[config.mk]
export PLATFORM = sky130hd
export DESIGN_NAME = axis_sum_decimator_flat
export DESIGN_NICKNAME = d
export VERILOG_FILES = /design/src/rtl/axis_sum_decimator_pkg.sv /design/src/rtl/axis_sum_decimator_if.sv /design/src/rtl/axis_sum_decimator.sv /design/src/flat_wrapper.sv
export SDC_FILE = /design/constraint.sdc
export NUM_CORES = 1
export LEC_CHECK = 0
export BUFFER_PORTS_ARGS = -buffer_cell sky130_fd_sc_hd__buf_2
export CORE_ASPECT_RATIO = 1.1
export CORE_MARGIN = 2
export CORE_UTILIZATION = 45
export CTS_BUF_LIST = sky130_fd_sc_hd__clkbuf_16
export DETAILED_ROUTE_END_ITERATION = 7
export PLACE_DENSITY = 0.68
export SYNTH_ARGS = -nofsm -noshare
export SYNTH_HDL_FRONTEND = slang
export SYNTH_SLANG_ARGS = --single-unit
[constraint.sdc]
create_clock -name clk_i -period 2.5 [get_ports clk_i]
set_input_delay 0.375 -clock clk_i [delete_from_list [all_inputs] [get_ports clk_i]]
set_output_delay 0.375 -clock clk_i [all_outputs]
set_load 0.03 [all_outputs]
[src/rtl/axis_sum_decimator_pkg.sv]
// rtl/axis_sum_decimator_pkg.sv - shared constants, state type and width helpers for the decimator
package axis_sum_decimator_pkg;

    localparam int DEFAULT_DATA_WIDTH = 16;
    localparam int DEFAULT_DECIMATION = 8;

    typedef enum logic {
        ACCUMULATE     = 1'b0,
        OUTPUT_PENDING = 1'b1
    } dec_state_t;

    function automatic int log2_ceil(input int value);
        return $clog2(value);
    endfunction

    // Result width: averaging brings the sum back to sample width.
    function automatic int out_width(input int data_width, input int decimation, input int average);
        return (average != 0) ? data_width : data_width + log2_ceil(decimation);
    endfunction

endpackage

[src/rtl/axis_sum_decimator_if.sv]
// rtl/axis_sum_decimator_if.sv - valid/ready sample stream bundle with master/slave views
interface axis_sum_decimator_if #(
    parameter int W = 16
) ();

    logic [W-1:0] tdata;
    logic         tvalid;
    logic         tready;

    modport master (
        output tdata,
        output tvalid,
        input  tready
    );

    modport slave (
        input  tdata,
        input  tvalid,
        output tready
    );

endinterface

[src/rtl/axis_sum_decimator.sv]
// rtl/axis_sum_decimator.sv - sums (or averages) each window of DECIMATION signed samples
module axis_sum_decimator
    import axis_sum_decimator_pkg::*;
#(
    parameter int DATA_WIDTH = DEFAULT_DATA_WIDTH,
    parameter int DECIMATION = DEFAULT_DECIMATION,
    parameter int AVERAGE    = 1,
    localparam int CNT_WIDTH = log2_ceil(DECIMATION),
    localparam int ACC_WIDTH = DATA_WIDTH + CNT_WIDTH,
    localparam int OUT_WIDTH = out_width(DATA_WIDTH, DECIMATION, AVERAGE)
) (
    input  logic                   clk_i,
    input  logic                   rst_n_i,
    input  logic                   clear_i,
    axis_sum_decimator_if.slave    s_axis,
    axis_sum_decimator_if.master   m_axis,
    output logic [CNT_WIDTH-1:0]   window_count_o
);

    localparam int SHIFT = (AVERAGE != 0) ? CNT_WIDTH : 0;

    dec_state_t                    state_q, state_d;
    logic signed [ACC_WIDTH-1:0]   acc_q, acc_d;
    logic [CNT_WIDTH-1:0]          cnt_q, cnt_d;
    logic [OUT_WIDTH-1:0]          out_data_q, out_data_d;
    logic                          out_valid_q, out_valid_d;

    logic signed [DATA_WIDTH-1:0]  in_sample;
    logic signed [ACC_WIDTH-1:0]   sum_full;
    logic [OUT_WIDTH-1:0]          result;
    logic                          in_ready;
    logic                          in_beat;
    logic                          last_beat;
    logic                          window_done;
    logic                          out_beat;

    assign in_sample   = s_axis.tdata;
    assign sum_full    = acc_q + ACC_WIDTH'(in_sample);
    // Arithmetic shift floors toward -inf; no rounding term is added.
    assign result      = OUT_WIDTH'(sum_full >>> SHIFT);

    assign in_ready    = !out_valid_q || m_axis.tready;
    assign in_beat     = s_axis.tvalid && in_ready && !clear_i;
    assign last_beat   = (cnt_q == CNT_WIDTH'(DECIMATION - 1));
    assign window_done = in_beat && last_beat;
    assign out_beat    = out_valid_q && m_axis.tready;

    assign s_axis.tready  = in_ready;
    assign m_axis.tdata   = out_data_q;
    assign m_axis.tvalid  = out_valid_q;
    assign window_count_o = cnt_q;

    // Clear wins over a same-cycle input beat; in_beat already excludes it.
    always_comb begin
        acc_d = acc_q;
        cnt_d = cnt_q;
        if (clear_i) begin
            acc_d = '0;
            cnt_d = '0;
        end else if (in_beat) begin
            if (last_beat) begin
                acc_d = '0;
                cnt_d = '0;
            end else begin
                acc_d = sum_full;
                cnt_d = cnt_q + CNT_WIDTH'(1);
            end
        end
    end

    always_comb begin
        state_d     = state_q;
        out_valid_d = out_valid_q;
        out_data_d  = out_data_q;
        case (state_q)
            ACCUMULATE: begin
                if (window_done) begin
                    state_d     = OUTPUT_PENDING;
                    out_valid_d = 1'b1;
                    out_data_d  = result;
                end
            end
            OUTPUT_PENDING: begin
                // A completing window in the accept cycle reloads the result back-to-back.
                if (window_done) begin
                    out_data_d = result;
                end else if (out_beat) begin
                    state_d     = ACCUMULATE;
                    out_valid_d = 1'b0;
                end
            end
            default: begin
                state_d     = ACCUMULATE;
                out_valid_d = 1'b0;
            end
        endcase
    end

    always_ff @(posedge clk_i or negedge rst_n_i) begin
        if (!rst_n_i) begin
            state_q <= ACCUMULATE;
        end else begin
            state_q <= state_d;
        end
    end

    always_ff @(posedge clk_i or negedge rst_n_i) begin
        if (!rst_n_i) begin
            acc_q <= '0;
            cnt_q <= '0;
        end else begin
            acc_q <= acc_d;
            cnt_q <= cnt_d;
        end
    end

    always_ff @(posedge clk_i or negedge rst_n_i) begin
        if (!rst_n_i) begin
            out_data_q  <= '0;
            out_valid_q <= 1'b0;
        end else begin
            out_data_q  <= out_data_d;
            out_valid_q <= out_valid_d;
        end
    end

endmodule
[src/flat_wrapper.sv]
// flat-port wrapper written by rule: the top's interface ports become plain ports
module axis_sum_decimator_flat import axis_sum_decimator_pkg::*;
#(
    parameter int DATA_WIDTH = DEFAULT_DATA_WIDTH,
    parameter int DECIMATION = DEFAULT_DECIMATION,
    parameter int AVERAGE    = 1,
    localparam int CNT_WIDTH = log2_ceil(DECIMATION),
    localparam int ACC_WIDTH = DATA_WIDTH + CNT_WIDTH,
    localparam int OUT_WIDTH = out_width(DATA_WIDTH, DECIMATION, AVERAGE)
)
  (clk_i, rst_n_i, clear_i, window_count_o, s_axis_tdata, s_axis_tvalid, s_axis_tready, m_axis_tdata, m_axis_tvalid, m_axis_tready);
  axis_sum_decimator_if s_axis_i ();
  axis_sum_decimator_if m_axis_i ();
  input  logic clk_i;
  input  logic rst_n_i;
  input  logic clear_i;
  output logic [CNT_WIDTH-1:0] window_count_o;
  input wire logic [$bits(s_axis_i.tdata)-1:0] s_axis_tdata;
  input wire logic [$bits(s_axis_i.tvalid)-1:0] s_axis_tvalid;
  output wire logic [$bits(s_axis_i.tready)-1:0] s_axis_tready;
  output wire logic [$bits(m_axis_i.tdata)-1:0] m_axis_tdata;
  output wire logic [$bits(m_axis_i.tvalid)-1:0] m_axis_tvalid;
  input wire logic [$bits(m_axis_i.tready)-1:0] m_axis_tready;
  assign s_axis_i.tdata = s_axis_tdata;
  assign s_axis_i.tvalid = s_axis_tvalid;
  assign s_axis_tready = s_axis_i.tready;
  assign m_axis_tdata = m_axis_i.tdata;
  assign m_axis_tvalid = m_axis_i.tvalid;
  assign m_axis_i.tready = m_axis_tready;
  axis_sum_decimator #(.DATA_WIDTH(DATA_WIDTH), .DECIMATION(DECIMATION), .AVERAGE(AVERAGE)) u_core (.clk_i(clk_i), .rst_n_i(rst_n_i), .clear_i(clear_i), .s_axis(s_axis_i), .m_axis(m_axis_i), .window_count_o(window_count_o));
endmodule
# Word-level counts from Yosys, hierarchy flattened
# Cells that the tools add are included.
dict set report classes {
  add_sub_neg 2
  eq_ne 4
  muxes 15
  bitwise 1
  reduce_logical 9
}
# cell count
set ops {}
lappend ops {{$mux 19} 3}
lappend ops {{$add 19x16->19} 1}
lappend ops {{$mux 16} 1}
lappend ops {{$mux 3} 3}
lappend ops {{$mux 1} 6}
lappend ops {{$logic_and 1x1->1} 4}
lappend ops {{$ne 2x2->1 const B} 2}
lappend ops {{$pmux 1 s2} 2}
lappend ops {{$add 3x1->3 const B} 1}
lappend ops {{$eq 3x3->1 const B} 1}
lappend ops {{$reduce_and 3->1} 1}
lappend ops {{$logic_not 1->1} 2}
lappend ops {{$ne 2x1->1 const B} 1}
lappend ops {{$reduce_bool 2->1} 1}
lappend ops {{$logic_or 1x1->1} 1}
lappend ops {{$not 1->1} 1}
dict set report word_totals {
  register_bits 40
  input_bits 21
  out_inout_bits 21
  wordCells 36
}

# Depth between registers and ports, before layout
dict set report logic_depth {
  depth_word 7
  mapped_depth 9
  mapped_depth_nobuf 9
}

# Worst setup path after synthesis
# OpenSTA, ideal clock, no wires.
dict set report synth_timing {
  path_type {input to register}
  startpoint {input s_axis_tdata[0]}
  endpoint {register u_core.acc_q[16]}
  arrival_time_ns 2.384
  path_slack_ns -0.006
  cell_stages 9
  path_buffers 0
  path_cell_list {ha_1 fa_1 a21oi_1 nor2_1 o21ai_0 a211oi_1 o21a_1 or3_1 a32o_1}
}
dict set report synth_between {
  elab_chain_cells 4
}
# element line
set synth_rtl {}
lappend synth_rtl {{start, declared} flat_wrapper.sv:18} ;# input wire logic [$bits(s_axis_i.tdata)-1:0] s_axis_tdata;
lappend synth_rtl {{$add 19x16->19} axis_sum_decimator.sv:38} ;# assign sum_full = acc_q + ACC_WIDTH'(in_sample);
lappend synth_rtl {{$mux 19} axis_sum_decimator.sv:61} ;# if (last_beat) begin
lappend synth_rtl {{$mux 19} axis_sum_decimator.sv:60} ;# end else if (in_beat) begin
lappend synth_rtl {{$mux 19} axis_sum_decimator.sv:57} ;# if (clear_i) begin
lappend synth_rtl {{end signal, assigned} axis_sum_decimator.sv:109} ;# acc_q <= '0;
lappend synth_rtl {{end signal, assigned} axis_sum_decimator.sv:112} ;# acc_q <= acc_d;
lappend synth_rtl {{end, declared} axis_sum_decimator.sv:23} ;# logic signed [ACC_WIDTH-1:0] acc_q, acc_d;
# Every way passes these cells. The select of a mux whose other input is x is not followed.
# A chain may end at the register's enable or synchronous reset.

# Worst setup path in the final report
dict set report layout_timing {
  startpoint {register u_core.acc_q[0]}
  endpoint {register u_core.acc_q[16]}
}
dict set report layout_between {
  elab_chain_cells 4
}
# element line
set layout_rtl {}
lappend layout_rtl {{$add 19x16->19} axis_sum_decimator.sv:38}
lappend layout_rtl {{$mux 19} axis_sum_decimator.sv:61}
lappend layout_rtl {{$mux 19} axis_sum_decimator.sv:60}
lappend layout_rtl {{$mux 19} axis_sum_decimator.sv:57}
# Every way passes these cells. The select of a mux whose other input is x is not followed.

==> flow_metrics.tcl <==
set metrics [dict create \
    status "completed" \
    numPortBuffers 41 \
    synth.area.top_cells "dfrtp_1, ha_1, nand2_1" \
    cp_data_arrival_time_ns 2.59 \
    fin_tns_setup_ns 0 \
    maxUsedRoutingLayer "met4" \
    period_needed_ns 2.419 \
    nFillCells 533 \
    synth_edf_count 0 \
    drc 0 \
    met1_length_um 2910 \
    antenna_left 0 \
    globalplace.congestion 0.9272 \
    ys_warn_count 0 \
    cts_made_buffers 5 \
    critPathMaxFanout 3 \
    maxCapViolCount 0 \
    die_w_um 76.63 \
    ir_drop_mv 0.3039 \
    synth_commonest_cells "nand2_1, dfrtp_1, nor2_1" \
    start_util 0.4584 \
    tightest_slew_ns 0.8904 \
    drt_iter0_markers 157 \
    synth_top_flop_cell "dfrtp_1" \
    cts_tree "built" \
    cts_sinks 40 \
    stdcell_count 424 \
    multiInputGateArea_um2 1540 \
    ys_seq_elements 40 \
    via_count 2350 \
    synth.net_count 333 \
    num_io_pins 42 \
    required_ns 2.67 \
    finalMaxSlewViolations 0 \
    diodes 0 \
    ys_seq_area_frac 0.3833 \
    grt_usage 0.1965 \
    dr.pass1.iters 5 \
    dieArea_um2 6429 \
    hold_class "in -> async" \
    htreeDepth 2 \
    yosysMostFrequentCell "nand2_1" \
    rsz0062_at_grt "yes" \
    synth_top_area_cell "dfrtp_1" \
    synth_top_area_share 0.3833 \
    grt_pass1_vias 2139 \
    cts-root-buf "clkbuf_16" \
    cts_hold_buffers 0 \
    overflow 0 \
    setup-violations-final 0 \
    dpl_cell_area_um2 3013 \
    worst_setup_path_end_kind "flip-flop" \
    post-place-cells 415 \
    synthToLayoutAreaGrowth_pct 21.71 \
    slew_headroom 0.4064 \
    syn_area_um2 2611 \
    startpoint_type "flip-flop" \
    powerDensity_nw_per_um2 669.1 \
    met2_length_um 2754 \
    min_period_over_period 0.9675 \
    viasPerCell 5.542 \
    wl_per_cell_um 14.21 \
    dp_hpwl_um 4489 \
    avgSynthCellArea_um2 8.973 \
    grt_pass1_wl_um 10120 \
    seqCellArea_um2 1001 \
    fin_area_um2 3178 \
    clk_pin_slew_ns 0.06 \
    die_h_um 83.90 \
    grt_max_degree 41 \
    clockBufferDepth 2 \
    crit_type "reg -> reg" \
    p_leak_nw 1.641 \
    worst_clock_skew_ns 0.01038 \
    drt_wl_total_um 6024 \
    wl_met3_um 276 \
    rows 29 \
    antenna_found_initial 0 \
    hold_viol 0 \
    coreArea_um2 5697 \
    nets 388 \
    async_flop_share 1.000 \
    timing.fmax_mhz 413.5 \
    insertion_delay_ns 0.29 \
    ys_types 47 \
    syn-instance-count 291 \
    drive_gt1_frac 0.2450 \
]
cells by family after synthesis:
family	synth area share
xor+xnor	0.04360
buf+inv	0.03402
mux	0.01821
compound gates	0.2501
fa+ha+maj	0.1035
simple gates	0.1672
flops	0.3833
flip-flops by register name, summed over array words and instances (netlist names):
signal / flops
u_core.acc_q: 19
u_core.m_axis.tdata: 16
u_core.window_count_o: 3
u_core.m_axis.tvalid: 1
u_core.state_q: 1
cell type report:
cell class,count,share of cell area
clock buffer,5,0.03937
clock inverter,3,0.005906
inverter,5,0.005906
multi-input combinational,230,0.4846
sequential,40,0.3150
tap,77,0.03031
timing repair buffer,64,0.1189
cell usage in the layout (no fill, tap or decap), drive strengths merged, types with 9 or more instances in the layout:
cell type and n:
dfrtp 40, nand3 12, nor2 24, a22o 14, nand2 49, o21ai 14, ha 20, a21oi 21
a21o 10, xnor2 9, buf 64
metrics by stage:
stage	setup slack (ns)	power, mW	utilization	hold WS [ns]
2_1_floorplan	0.07586	1.272	-	0.07941
3_3_place_gp	-0.04864	1.479	0.5289	0.4195
3_5_place_dp	-0.1297	1.487	0.5289	0.4333
4_1_cts	0.01702	2.126	0.5548	0.2514
5_1_grt	-0.04755	2.262	0.5579	0.2949
6_report	0.08136	2.126	0.5579	0.2061
metal layers:
metal  up-vias  GRT usage
li1       1164          -
met1      1108     0.2749
met2        71     0.3097
met3         7    0.03355
met4         0    0.06446
met5         -          0
worst max-delay path: stages, from the launching register on:
cell and delay [ns]:
dfrtp_1 0.38, ha_1 0.21, fa_2 0.36, a21oi_2 0.15
nor2_1 0.08, o21ai_1 0.18, a211oi_1 0.11, o21a_1 0.20
or3_1 0.36, a32o_1 0.27
power by group:
part           internal [mW]  switching (mW)
Clock                  0.368           0.267
Sequential             0.701          0.0354
Combinational          0.338           0.417
repair_timing:
item / 4_1_cts / 5_1_grt
resized for setup: 1 / 3
pin swaps: 0 / 2
endpoints found under the setup margin: 1 / 5
setup buffers: 0 / 1
path summary, 6_finish.rpt:
check,startpoint,to,slack (ns),depth (start not counted)
hold reg to reg,u_core.state_q,u_core.m_axis.tvalid,0.44,1
hold / removal,rst_n_i,u_core.acc_q[1],0.21,1
min in group clk_i,clear_i,u_core.window_count_o[2],0.32,2
setup reg to reg,u_core.acc_q[0],u_core.acc_q[16],0.08,9
setup / recovery,u_core.acc_q[0],u_core.acc_q[16],0.08,9
max in group asynchronous,rst_n_i,u_core.acc_q[13],1.72,1
No activity file was read; power rests on OpenSTA's default activity.
